--- config.mk ---
export PLATFORM = sky130hd
export DESIGN_NAME = seq_pattern_gen
export DESIGN_NICKNAME = d
export VERILOG_FILES = /design/src/rtl/seq_pattern_gen.sv
export SDC_FILE = /design/constraint.sdc
export NUM_CORES = 1
export LEC_CHECK = 0
export CAP_MARGIN = 20
export CORE_ASPECT_RATIO = 0.8
export CORE_MARGIN = 3
export CORE_UTILIZATION = 48
export CTS_CLUSTER_SIZE = 25
export DETAILED_ROUTE_END_ITERATION = 10
export PLACE_DENSITY_LB_ADDON = 0.05
export SLEW_MARGIN = 30
export SYNTH_ARGS = -nofsm -noshare
export SYNTH_HDL_FRONTEND = slang
export SYNTH_SLANG_ARGS = --single-unit
--- constraint.sdc ---
create_clock -name clk -period 2 [get_ports clk]
set_clock_uncertainty 0.05 [all_clocks]
set_input_delay 0.3 -clock clk [delete_from_list [all_inputs] [get_ports clk]]
set_output_delay 0.3 -clock clk [all_outputs]
set_load 0.01 [all_outputs]
--- src/rtl/seq_pattern_gen.sv ---
// Serial pattern transmitter: emits a captured pattern MSB-first, len*rep bits
// back-to-back, and keeps a reference count of overlapping "101" occurrences.
module seq_pattern_gen #(
   parameter int MAX_LEN = 16,
   parameter int LEN_W   = 5,
   parameter int CNT_W   = 8
) (
   input  logic               clk,
   input  logic               rst,
   input  logic               start,
   input  logic [MAX_LEN-1:0] pat_in,
   input  logic [LEN_W-1:0]   len_in,
   input  logic [CNT_W-1:0]   rep_in,
   output logic               seq_out,
   output logic               seq_valid,
   output logic               busy,
   output logic               done,
   output logic               err,
   output logic [CNT_W-1:0]   exp_hits
);

   localparam int IDX_W = (MAX_LEN > 1) ? $clog2(MAX_LEN) : 1;

   typedef enum logic [1:0] {
      S_IDLE = 2'd0,
      S_SEND = 2'd1,
      S_DONE = 2'd2
   } state_t;

   state_t             state_q;
   logic [MAX_LEN-1:0] pat_q;
   logic [LEN_W-1:0]   len_q;
   logic [IDX_W-1:0]   idx_q;
   logic [CNT_W-1:0]   rep_q;
   logic [1:0]         hist_q;
   logic [CNT_W-1:0]   hits_q;
   logic               seq_out_q, seq_valid_q, busy_q, done_q, err_q;

   logic               args_ok;
   logic [LEN_W-1:0]   len_m1_in, len_m1_q;
   logic               bit_d;
   logic [CNT_W-1:0]   hits_d;

   assign args_ok   = (len_in != '0) && (len_in <= LEN_W'(MAX_LEN)) && (rep_in != '0);
   assign len_m1_in = len_in - LEN_W'(1);
   assign len_m1_q  = len_q - LEN_W'(1);
   assign bit_d     = pat_q[idx_q];
   // "101" completes when history holds "10" and the new bit is 1; saturating count
   assign hits_d    = (hist_q == 2'b10 && bit_d && hits_q != '1) ? hits_q + CNT_W'(1) : hits_q;

   always_ff @(posedge clk or posedge rst) begin
      if (rst) begin
         state_q     <= S_IDLE;
         pat_q       <= '0;
         len_q       <= '0;
         idx_q       <= '0;
         rep_q       <= '0;
         hist_q      <= '0;
         hits_q      <= '0;
         seq_out_q   <= 1'b0;
         seq_valid_q <= 1'b0;
         busy_q      <= 1'b0;
         done_q      <= 1'b0;
         err_q       <= 1'b0;
      end else begin
         done_q <= 1'b0;
         err_q  <= 1'b0;
         case (state_q)
            S_IDLE: begin
               seq_out_q   <= 1'b0;
               seq_valid_q <= 1'b0;
               busy_q      <= 1'b0;
               if (start) begin
                  if (args_ok) begin
                     pat_q   <= pat_in;
                     len_q   <= len_in;
                     rep_q   <= rep_in;
                     idx_q   <= len_m1_in[IDX_W-1:0];
                     hist_q  <= '0;
                     hits_q  <= '0;
                     busy_q  <= 1'b1;
                     state_q <= S_SEND;
                  end else begin
                     err_q <= 1'b1;
                  end
               end
            end
            S_SEND: begin
               seq_out_q   <= bit_d;
               seq_valid_q <= 1'b1;
               busy_q      <= 1'b1;
               hist_q      <= {hist_q[0], bit_d};
               hits_q      <= hits_d;
               if (idx_q == '0) begin
                  if (rep_q > CNT_W'(1)) begin
                     rep_q <= rep_q - CNT_W'(1);
                     idx_q <= len_m1_q[IDX_W-1:0];
                  end else begin
                     state_q <= S_DONE;
                  end
               end else begin
                  idx_q <= idx_q - IDX_W'(1);
               end
            end
            S_DONE: begin
               seq_out_q   <= 1'b0;
               seq_valid_q <= 1'b0;
               busy_q      <= 1'b0;
               done_q      <= 1'b1;
               state_q     <= S_IDLE;
            end
            default: begin
               seq_out_q   <= 1'b0;
               seq_valid_q <= 1'b0;
               busy_q      <= 1'b0;
               state_q     <= S_IDLE;
            end
         endcase
      end
   end

   assign seq_out   = seq_out_q;
   assign seq_valid = seq_valid_q;
   assign busy      = busy_q;
   assign done      = done_q;
   assign err       = err_q;
   assign exp_hits  = hits_q;

endmodule

; ---- Yosys cells after proc, flatten, opt, wreduce, memory -nomap -nowiden
; Index checks and enable logic that the tools add are counted.
[classes]
n_mux = 33
order_cmp = 3
eq_ne = 11
n_addsub = 5
reduce_logical = 15
[ops]
columns = op, count
row1 = two-way mux 8 bit, 7
row2 = one-hot mux 8 bit (2 select lines), 2
row3 = two-way mux 4 bit, 4
row4 = two-way mux 2 bit, 6
row5 = != test 2 bit (second input constant), 6
row6 = AND reduction 4 bit, 3
row7 = subtractor 4 x 1 -> 4 bit (second input constant), 3
row8 = two-way mux 1 bit, 9
row9 = adder 8 x 1 -> 8 bit (second input constant), 1
row10 = > comparator 8 x 1 -> 1 bit (second input constant), 1
row11 = != test 8 bit (second input constant), 1
row12 = one-hot mux 2 bit (2 select lines), 2
row13 = one-hot mux 4 bit (2 select lines), 1
row14 = nonzero test 8 bit, 1
row15 = subtractor 8 x 1 -> 8 bit (second input constant), 1
row16 = AND reduction 3 bit, 2
row17 = <= comparator 5 bit (second input constant), 1
row18 = < comparator 4 x 5 -> 1 bit (second input constant), 1
row19 = AND reduction 5 bit, 1
row20 = nonzero test 5 bit, 1
row21 = binary-select mux 1 bit (select 4 bit), 1
row22 = == test 2 bit (second input constant), 2
row23 = logical AND 1 bit, 4
row24 = logical NOT 4 bit, 1
row25 = 5 further kinds, 5
[totals]
wordCells = 79
in_bits = 32
ff_bits = 49
out_inout_bits = 13

; ---- Logic depth before layout (Yosys ltp)
[logic_depth]
ltp_word = 6
ltp_mapped = 8
ltp_nobuf = 8

; ---- Least setup slack after synthesis
; No wires, ideal clock.
[synth_path]
path_kind = input to register
from = input port len_in[0]
to = register len_q[0]
path_stages = 5
path_buffers = 1
path_slack_ns = 0.028
required_ns = 1.825
arrival_ns = 1.797
setup_time_ns = 0.125
cell_sequence = or4_4 -> or2_2 -> nand3_2 -> buf_4 -> mux2_2
[synth_via]
elab_chain_len = 4
word_cells_on_any_way = 5
classes_between = order compare (1) / reduce/logical (4)
[synth_lines]
columns = element, line_no
row1 = start: declaration, 12  ; input logic [LEN_W-1:0] len_in,
row2 = <= comparator 5 bit or nonzero test 5 bit (tied branches), 44  ; assign args_ok = (len_in != '0) && (len_in <= LEN_W'(MAX_LEN)) && (rep_in != '0);
row3 = logical AND 1 bit (2 in a row), 44
row4 = AND reduction 3 bit (no source line), --
row5 = end signal: assignment, 76  ; len_q <= len_in;
row6 = end: declaration, 32  ; logic [LEN_W-1:0] len_q;
; Parallel ways exist; a longest one is shown, timed or not.
; A chain may end at the register's enable or synchronous reset.

; ---- Worst setup path after layout
[layout_path]
from = register idx_q[0]
to = register hits_q[2], in the netlist exp_hits[2]
[layout_via]
elab_chain_len = 6
[layout_lines]
columns = element, line_no
row1 = start: declaration, 33  ; logic [IDX_W-1:0] idx_q;
row2 = start signal: assignment, 78  ; idx_q <= len_m1_in[IDX_W-1:0];
row3 = start signal: assignment, 97  ; idx_q <= len_m1_q[IDX_W-1:0];
row4 = start signal: assignment, 102  ; idx_q <= idx_q - IDX_W'(1);
row5 = binary-select mux 1 bit (select 4 bit), 47  ; assign bit_d = pat_q[idx_q];
row6 = two-way mux 1 bit (implied by the code), 47
row7 = logical AND 1 bit (2 in a row), 49  ; assign hits_d = (hist_q == 2'b10 && bit_d && hits_q != '1) ? hits_q + CNT_W'(1) : hits_q;
row8 = != test 2 bit (no source line), --
row9 = AND reduction 4 bit (no source line), --
row10 = end signal: assignment, 93  ; hits_q <= hits_d;
row11 = end: declaration, 36  ; logic [CNT_W-1:0] hits_q;
; Every way passes these cells. The select of a mux whose other input is x is not followed.

==> run metrics <==
clk sinks 49; Synth Area per Inst 11.0 sq um; Routed Antenna Nets 0; Max Slew Vio Count 0; Final HPWL DP 4580 microns; CP required 2140 ps; initial antenna violation count 0; commonest non-fill, non-tap cell in the layout dfrtp_1; Die ar. 6340 sq um; leakage power 1.58 nW; final hold violations 0; R2R Setup Slk -130 ps; drt initial violations 169; CTS tree built; Post-DP Area 3410 sq um; Max Cap Viol 0; Root Buffer clkbuf_8; Worst Setup Start Kind flip-flop; DR WL/cell 16.2 microns; vias in the first global route 2191; Post-layout nets 357; CP Class flip-flop to flip-flop; DRT Pass-1 Iters 4; Core Box Area 5120 sq um; CP Capture Type flip-flop; RSZ-0062 raised after global routing yes; n_diodes 0; Worst Tran Pin Value 415 ps; Worst Path Arrival 2280 ps; crit path launch idx_q[0]; status finished with violations; r2r worst-path depth 7; Port Buf Inserts 44; largest net degree at the start of global routing 23; total power 5.50 mW; num rows 23; die span in x 88.2 microns; slew margin rel. 0.721; synthesized flop and latch total 49; ys async rst share 1.00; final period utilization 1.07; RePlAce Congestion 0.838; Syn. warnings 0; first-pass GRT wire length 10600 microns; reg2reg end exp_hits[2]; Clock Latency Late Sink 310 ps; P&R area growth vs syn 42.3%; Post-Syn Area 2600 sq um; Distinct cells, synth 59; reg-to-reg startpoint idx_q[0]; Worst Slack Setup Final -134 ps; dominant synthesized flop cell dfrtp_1; Setup Viol. Count Final 8; Post-Route WL 6230 microns; commonest cells after routing, fill and taps aside 48 x dfrtp_1, 40 x clkdlybuf4s50_1, 39 x buf_4; Clock transition at path regs 90 ps; DRC 0; H-tree depth 2; vias per cell 5.83; share of layout cells above drive strength 1 0.345; PwrDens 1490 nW/um^2; min-delay worst type input port to asynchronous set/reset pin; Die H 71.8 microns; CTS buffer count 5; Post-synth EDFFs 0; minimum clock period after layout 2130 ps; aggregate global routing overflow 0; failing checks negative setup slack; fin area 3700 sq um; GRT Overall Usage 0.215; fmax 469 MHz; Starting Density 0.507; routed via count 2239; I/O pin total 45; Syn Inst Count 236; crit-path max FO 10; Fin Hold WS 211 ps; CTS max path bufs 2; sequential share of the synthesized area 0.472; maximum VDD drop 0.000665 V; Post-Syn Nets 272
-- routing by layer --
| metal | wire [microns] | global-route usage |
|---|---|---|
| met5 | 0 | 0 |
| met4 | 46 | 0.0570 |
| met2 | 2940 | 0.325 |
| met3 | 361 | 0.0448 |
| met1 | 2880 | 0.314 |
-- synthesized netlist by cell type (all sizes together), types with 4 or more instances --
library cell / number / area [sq um]
dfrtp: 49 / 1230
mux2: 20 / 225
o21ai: 19 / 95.1
nor2: 15 / 58.8
inv: 13 / 48.8
a21oi: 11 / 55.1
nor3: 7 / 35.0
buf: 6 / 46.3
clkbuf: 6 / 22.5
nand2: 6 / 22.5
nand3: 6 / 35.0
a31oi: 5 / 46.3
and2: 4 / 25.0
ha: 4 / 50.1
mux4: 4 / 90.1
nand2b: 4 / 32.5
nand4: 4 / 25.0
o311ai: 4 / 50.1
o31ai: 4 / 30.0
-- what timing repair did --
action / in CTS / in global routing
hold buffers: 0 / 0
endpoints found under the setup margin: 43 / 18
pin swaps: 2 / 8
cloned: 1 / 0
resized for setup: 19 / 18
buffers inserted: 1 / 2
-- worst max-delay path, cell delays in order (launching register included) --
cell and delay (ps):
dfrtp_2 480, mux4_2 360, mux2i_1 80, buf_4 150
o32a_1 370, buf_12 160, o311ai_2 270, o31ai_2 100
-- through the flow --
stage | setup WS, ps | setup TNS [ps] | instances | utilization
floorplan | 27.8 | 0 | 236 | -
global placement | -554 | -19310 | 372 | 0.666
detailed placement | -571 | -19670 | 372 | 0.666
CTS | -168 | -892 | 382 | 0.704
global route | -214 | -1440 | 384 | 0.722
finish | -134 | -720 | 384 | 0.722
-- power by group --
group / total [mW] / internal, mW / switching (mW)
combinational: 2.99 / 1.65 / 1.34
clock: 0.728 / 0.375 / 0.353
sequential: 1.79 / 1.43 / 0.355
-- state kept, by name (all words and copies together), names as in the netlist --
| signal | flops |
|---|---|
| state_q | 2 |
| len_q | 4 |
| rep_q | 8 |
| pat_q | 16 |
| exp_hits | 8 |
| hist_q | 2 |
| busy | 1 |
| idx_q | 4 |
| seq_out | 1 |
| seq_valid | 1 |
| err | 1 |
| done | 1 |
-- area by class of cell --
type                    instances  area [sq um]
multi-input cells             163          1390
inverters                      13          51.3
clock buffers                   5          68.8
well taps                      62          77.6
fillers                       375          1430
repair buffers                 89           835
clock inverters                 3          43.8
flip-flops and latches         49          1230
-- cell families after synthesis --
| logic type | share of synthesized area |
|---|---|
| flip-flops | 0.472 |
| adder cells (fa/ha/maj) | 0.0193 |
| multiplexers | 0.129 |
| AND/OR/NAND/NOR | 0.137 |
| buffers and inverters | 0.0453 |
| XOR/XNOR | 0.00337 |
| AO/OA/AOI/OAI | 0.194 |
-- worst max-delay path by stage --
stage	endpoint	slack, ps	cells after the start
3_5_place_dp	idx_q[3]	-570	7
2_1_floorplan	len_q[0]	30	5
6_report	exp_hits[2]	-130	7
4_1_cts	exp_hits[0]	-170	7
5_1_grt	exp_hits[0]	-210	7
3_3_place_gp	exp_hits[3]	-550	6
Power figures use the tool's default switching activity.
